**src/rtl/sik_encoder_pkg.sv**
```systemverilog
// rtl/sik_encoder_pkg.sv - shared SIK opcode, width and thread-slot definitions
package sik_encoder_pkg;

    localparam int WORD_W   = 16;
    localparam int OPCODE_W = 4;

    typedef logic [WORD_W-1:0]   word_t;
    typedef logic [OPCODE_W-1:0] opcode_t;

    // Normal (immediate-carrying) opcodes
    localparam opcode_t OP_NOARG = 4'h0;
    localparam opcode_t OP_GET   = 4'h1;
    localparam opcode_t OP_POP   = 4'h2;
    localparam opcode_t OP_PUT   = 4'h3;
    localparam opcode_t OP_CALL  = 4'h4;
    localparam opcode_t OP_JUMPF = 4'h5;
    localparam opcode_t OP_JUMP  = 4'h6;
    localparam opcode_t OP_JUMPT = 4'h7;
    localparam opcode_t OP_PUSH  = 4'h8;
    localparam opcode_t OP_PRE   = 4'hF;

    // Extended (no-argument) sub-ops occupy a contiguous range add..test
    localparam opcode_t EXT_ADD  = 4'h1;
    localparam opcode_t EXT_TEST = 4'hC;

    // Interleaved fetch layout: thread 0 on even slots, thread 1 on odd slots
    localparam int THREAD0_BASE = 0;
    localparam int THREAD1_BASE = 1;

    typedef enum logic {
        S_IDLE   = 1'b0,
        S_SECOND = 1'b1
    } enc_state_t;

endpackage

```
**src/rtl/sik_encoder_if.sv**
```systemverilog
// rtl/sik_encoder_if.sv - instruction input handshake and memory write bus
interface sik_encoder_if #(
    parameter int ADDR_W = 16
);
    import sik_encoder_pkg::*;

    logic              in_valid;
    logic              in_ready;
    logic              in_thread;
    logic              in_ext;
    opcode_t           in_op;
    word_t             in_imm;
    logic              mem_we;
    logic [ADDR_W-1:0] mem_addr;
    word_t             mem_data;
    logic              err;
    logic              wrapped;

    modport master (
        output in_valid, in_thread, in_ext, in_op, in_imm,
        input  in_ready, mem_we, mem_addr, mem_data, err, wrapped
    );

    modport slave (
        input  in_valid, in_thread, in_ext, in_op, in_imm,
        output in_ready, mem_we, mem_addr, mem_data, err, wrapped
    );

endinterface

```
**src/rtl/sik_word_pack.sv**
```systemverilog
// rtl/sik_word_pack.sv - opcode legality, prefix decision and word formation
module sik_word_pack
    import sik_encoder_pkg::*;
(
    input  logic    ext,
    input  opcode_t op,
    input  word_t   imm,
    output logic    legal,
    output logic    need_pre,
    output word_t   pre_word,
    output word_t   main_word
);

    // Pure decode; the pre opcode itself is outside both legal ranges
    always_comb begin
        legal     = ext ? (op >= EXT_ADD && op <= EXT_TEST)
                        : (op >= OP_GET  && op <= OP_PUSH);
        need_pre  = !ext && (imm[15:12] != {4{imm[11]}});
        pre_word  = {OP_PRE, 8'h00, imm[15:12]};
        main_word = ext ? {OP_NOARG, 8'h00, op} : {op, imm[11:0]};
    end

endmodule

```
**src/rtl/sik_encoder.sv**
```systemverilog
// rtl/sik_encoder.sv - SIK instruction encoder writing interleaved thread memory
module sik_encoder
    import sik_encoder_pkg::*;
#(
    parameter int ADDR_W = 16
) (
    input  logic          clk,
    input  logic          reset,
    sik_encoder_if.slave  bus
);

    typedef logic [ADDR_W-1:0] addr_t;

    enc_state_t state, next_state;
    logic       rdy_q;
    addr_t      wp0, wp1;
    logic       lat_thread;
    opcode_t    lat_op;
    logic [11:0] lat_imm;

    logic       mem_we_q, err_q, wrapped_q;
    addr_t      mem_addr_q;
    word_t      mem_data_q;

    logic       accept, legal, need_pre;
    word_t      pre_word, main_word;
    logic       wr_en, wr_thread, err_next, latch_en;
    word_t      wr_word;
    addr_t      wr_ptr;
    logic [ADDR_W:0] ptr_sum;

    assign accept        = bus.in_valid && rdy_q;
    assign bus.in_ready  = rdy_q;
    assign bus.mem_we    = mem_we_q;
    assign bus.mem_addr  = mem_addr_q;
    assign bus.mem_data  = mem_data_q;
    assign bus.err       = err_q;
    assign bus.wrapped   = wrapped_q;

    sik_word_pack u_pack (
        .ext       (bus.in_ext),
        .op        (bus.in_op),
        .imm       (bus.in_imm),
        .legal     (legal),
        .need_pre  (need_pre),
        .pre_word  (pre_word),
        .main_word (main_word)
    );

    // Next-state and write selection: IDLE takes new instructions, SECOND finishes a prefixed one
    always_comb begin
        next_state = state;
        wr_en      = 1'b0;
        wr_thread  = bus.in_thread;
        wr_word    = '0;
        err_next   = 1'b0;
        latch_en   = 1'b0;
        case (state)
            S_IDLE: begin
                if (accept) begin
                    if (!legal) begin
                        err_next = 1'b1;
                    end else if (need_pre) begin
                        wr_en      = 1'b1;
                        wr_word    = pre_word;
                        latch_en   = 1'b1;
                        next_state = S_SECOND;
                    end else begin
                        wr_en   = 1'b1;
                        wr_word = main_word;
                    end
                end
            end
            S_SECOND: begin
                wr_en      = 1'b1;
                wr_thread  = lat_thread;
                wr_word    = {lat_op, lat_imm};
                next_state = S_IDLE;
            end
            default: next_state = S_IDLE;
        endcase
    end

    // The carry out of the +2 step marks a wrap past the top of memory
    assign wr_ptr  = wr_thread ? wp1 : wp0;
    assign ptr_sum = {1'b0, wr_ptr} + (ADDR_W+1)'(2);

    // State, pointers, latched second word and registered write port
    always_ff @(posedge clk) begin
        if (reset) begin
            state      <= S_IDLE;
            rdy_q      <= 1'b0;
            wp0        <= addr_t'(THREAD0_BASE);
            wp1        <= addr_t'(THREAD1_BASE);
            lat_thread <= 1'b0;
            lat_op     <= '0;
            lat_imm    <= '0;
            mem_we_q   <= 1'b0;
            mem_addr_q <= '0;
            mem_data_q <= '0;
            err_q      <= 1'b0;
            wrapped_q  <= 1'b0;
        end else begin
            state    <= next_state;
            rdy_q    <= (next_state == S_IDLE);
            mem_we_q <= wr_en;
            err_q    <= err_next;
            if (latch_en) begin
                lat_thread <= bus.in_thread;
                lat_op     <= bus.in_op;
                lat_imm    <= bus.in_imm[11:0];
            end
            if (wr_en) begin
                mem_addr_q <= wr_ptr;
                mem_data_q <= wr_word;
                if (wr_thread) wp1 <= ptr_sum[ADDR_W-1:0];
                else           wp0 <= ptr_sum[ADDR_W-1:0];
                if (ptr_sum[ADDR_W]) wrapped_q <= 1'b1;
            end
        end
    end

endmodule

```
**src/flat_wrapper.sv**
```systemverilog
// flat-port wrapper written by rule: the top's interface ports become plain ports
module sik_encoder_flat import sik_encoder_pkg::*;
#(
    parameter int ADDR_W = 16
)
  (clk, reset, bus_in_valid, bus_in_thread, bus_in_ext, bus_in_op, bus_in_imm, bus_in_ready, bus_mem_we, bus_mem_addr, bus_mem_data, bus_err, bus_wrapped);
  sik_encoder_if #(.ADDR_W(ADDR_W)) bus_i ();
  input  logic clk;
  input  logic reset;
  input wire logic [$bits(bus_i.in_valid)-1:0] bus_in_valid;
  input wire logic [$bits(bus_i.in_thread)-1:0] bus_in_thread;
  input wire logic [$bits(bus_i.in_ext)-1:0] bus_in_ext;
  input wire logic [$bits(bus_i.in_op)-1:0] bus_in_op;
  input wire logic [$bits(bus_i.in_imm)-1:0] bus_in_imm;
  output wire logic [$bits(bus_i.in_ready)-1:0] bus_in_ready;
  output wire logic [$bits(bus_i.mem_we)-1:0] bus_mem_we;
  output wire logic [$bits(bus_i.mem_addr)-1:0] bus_mem_addr;
  output wire logic [$bits(bus_i.mem_data)-1:0] bus_mem_data;
  output wire logic [$bits(bus_i.err)-1:0] bus_err;
  output wire logic [$bits(bus_i.wrapped)-1:0] bus_wrapped;
  assign bus_i.in_valid = bus_in_valid;
  assign bus_i.in_thread = bus_in_thread;
  assign bus_i.in_ext = bus_in_ext;
  assign bus_i.in_op = bus_in_op;
  assign bus_i.in_imm = bus_in_imm;
  assign bus_in_ready = bus_i.in_ready;
  assign bus_mem_we = bus_i.mem_we;
  assign bus_mem_addr = bus_i.mem_addr;
  assign bus_mem_data = bus_i.mem_data;
  assign bus_err = bus_i.err;
  assign bus_wrapped = bus_i.wrapped;
  sik_encoder #(.ADDR_W(ADDR_W)) u_core (.clk(clk), .reset(reset), .bus(bus_i));
endmodule
```
**config.mk**
```make
export PLATFORM = sky130hd
export DESIGN_NAME = sik_encoder_flat
export DESIGN_NICKNAME = d
export VERILOG_FILES = /design/src/rtl/sik_encoder_pkg.sv /design/src/rtl/sik_encoder_if.sv /design/src/rtl/sik_word_pack.sv /design/src/rtl/sik_encoder.sv /design/src/flat_wrapper.sv
export SDC_FILE = /design/constraint.sdc
export NUM_CORES = 1
export LEC_CHECK = 0
export ABC_AREA = 1
export CAP_MARGIN = 20
export CORE_ASPECT_RATIO = 0.8
export CORE_MARGIN = 4
export CORE_UTILIZATION = 55
export CTS_CLUSTER_SIZE = 14
export DETAILED_ROUTE_END_ITERATION = 16
export DONT_BUFFER_PORTS = 1
export PLACE_DENSITY = 0.7
export SLEW_MARGIN = 20
export SYNTH_ARGS = -nofsm -noshare
export SYNTH_HDL_FRONTEND = slang
export SYNTH_SLANG_ARGS = --single-unit
```
**constraint.sdc**
```tcl
create_clock -name clk -period 2.65 [get_ports clk]
set_clock_uncertainty 0.15 [all_clocks]
set_input_delay 0.1325 -clock clk [delete_from_list [all_inputs] [get_ports clk]]
set_output_delay 0.1325 -clock clk [all_outputs]
set_load 0.05 [all_outputs]
```
==> metrics.txt <==
final WL=10,200 um; row cnt=27; Routed Antenna Nets=0; die height=84.5 um; first-pass GRT wire length=17,000 um; Hold Vio Cnt, Final=0; clock-pin slew on the worst setup and hold paths=0.09 ns; Critical Path AT=2.58 ns; CTS Buffer Depth=2; Nets=613; die area=8760 sq um; Tot Pwr=0.00286 W; Layout Area Growth over Synthesis=14.8%; final setup violation count=0; DP HPWL=6800 um; #FFs+latches synth=86; Antenna diodes=0; Post-synth top flop=dfxtp_1; most instantiated cells after synthesis=nand2_1, dfxtp_1, nor2_1, inv_1, nand3_1; clk_lat worst skew=0.36 ns; final std cells w/o fill=678; clock root buffer master=clkbuf_8; total grt overflow=0; Unique masters post-synth=35; I/O Buffers=0; status=complete, no violations; initial antenna violation count=0; Iter 0 DRT Violations=254; # H-tree levels=3; layout cells sized above 1=0.110; max layer used=met4; max_cap viols=0; Setup WS post-layout=0.169 ns; DRC=0; average cell area after synthesis=7.17 sq um; Worst Path Required=2.75 ns; Worst setup SP type=primary input; metal3 WL=901 um; Synth Warn #=0; crit path kind=in2reg; Via Count=3,770; met2 WL=4410 um; Worst Hold Depth=3; Slew @ Worst Pin=0.581 ns; Num Clock Sinks=86; number of setup buffers added after CTS=0; Starting Density=0.575; R2R depth=8; setup TNS=0 ns; Hold WC Path Type=in2reg; Synth area leaders=dfxtp_1, nand2_1, nor2_1; Mapped Cells=561; most frequent cell after synthesis=nand2_1; period utilisation layout=0.936; asr flop ratio synth=0; pre-CTS WS=0.450 ns; Placed Cells=630; FMAX=403 MHz; CP max FO=21; area share of the largest cell type after synthesis=0.428; vias per cell=5.56; unrepaired setup endpoints after global routing=false; Hold Worst Slack=0.0534 ns; TritonCTS Buffers=9; total track usage=0.236; Core ar.=6990 sq um; Routed WL per cell=15.1 um; syn_nets=587; CTS tree=yes; area leader, netlist=dfxtp_1; largest net degree at the start of global routing=39; # IOs=61; Pwr per Cell Area=619 nW/um^2; clock period minus worst slack=2.48 ns; CP endpoint kind=register; synthesized cell area=4020 sq um; Pleak=1.98 nW; Worst slew margin=0.613; GP Congestion=0.948; Final Max Slew Viols=0; die width=104 um; number of synthesized flops with an enable pin=0; wl on met1=4810 um; total iterations of the first detailed-routing run=5; sequential fraction of the synthesis area=0.428; maximum VDD drop=301 uV; vias in the first global route=3,492
-- critical path, stage by stage --
cell and delay (ns):
dlygate4sd3_1 0.56, inv_1 0.14, a21oi_1 0.06, nand2_1 0.11, nand3_1 0.17, nand2_4 0.26, clkinvlp_4 0.34, nand2_1 0.14
a31oi_1 0.09, dlygate4sd3_1 0.56
-- metal layers --
metal  vias to the layer above  GRT usage
met2                       168      0.370
met4                         0     0.0604
li1                       1871          -
met5                         -          0
met3                        15     0.0630
met1                      1716      0.326
-- path summary, 6_finish.rpt --
path                            slack (ns)                      to           startpoint
worst max-delay path                  0.17  u_core.bus.mem_data[6]         bus_in_op[3]
worst max register to register        0.35  u_core.bus.mem_data[6]  u_core.bus.in_ready
worst min-delay path                  0.05  u_core.bus.mem_data[3]                reset
worst min register to register        0.27           u_core.wp0[0]        u_core.wp0[0]
-- final cells by class --
cell class | count | area (sq um)
clock buffers | 10 | 138
clock inverters | 5 | 82.6
fillers | 596 | 2370
inverters | 60 | 241
multi-input cells | 392 | 1950
flip-flops and latches | 86 | 1720
well taps | 87 | 109
repair buffers | 38 | 378
-- through the flow --
stage	utilization	cell area (sq um)
2_1_floorplan	-	4020
3_3_place_gp	0.578	4040
3_5_place_dp	0.578	4040
4_1_cts	0.658	4600
5_1_grt	0.660	4620
6_report	0.660	4620
-- sequential cells by signal (all words and copies together), names as in the netlist --
| name | flops |
|---|---|
| u_core.bus.mem_addr | 16 |
| u_core.bus.mem_data | 16 |
| u_core.wp0 | 16 |
| u_core.wp1 | 16 |
| u_core.lat_imm | 12 |
| u_core.lat_op | 4 |
| u_core.bus.err | 1 |
| u_core.bus.in_ready | 1 |
| u_core.bus.mem_we | 1 |
| u_core.bus.wrapped | 1 |
| u_core.lat_thread | 1 |
| u_core.state | 1 |
-- where the power goes --
part | leakage [nW] | switching [W] | internal [W]
sequential | 0.700 | 0.000143 | 0.00136
combinational | 1.17 | 0.000209 | 0.000118
clock | 0.113 | 0.000480 | 0.000555
-- logic make-up (layout without fill, tap and decap cells) --
group	count (synthesis)	after routing	synth area share
and+or+nand+nor	297	297	0.344
AOI/OAI and AO/OA	90	90	0.126
DFF	86	86	0.428
buffers and inverters	83	113	0.0892
xor gates and xnor gates	4	4	0.0106
adders and majority gates	1	1	0.00311
-- placed cells by master (no fill, tap or decap), drive strengths merged, types with 2 or more instances in the layout --
cell and n:
o21ai 38, nor2 70, nand2 169, dlygate4sd3 32, o211ai 6, dfxtp 86
bufinv 2, clkinv 2, buf 6, a22oi 3, nand3 43, nand4 13
inv 60, clkbuf 10, a21oi 25, a22o 3, a31oi 13, xor2 4
-- timing repair --
action                     4_1_cts  5_1_grt
hold endpoints to repair        64        0
hold buffers                    33        0
setup endpoints to repair        0        2
resized for setup                0        5
Note: power is estimated with default switching activity, not from simulation.
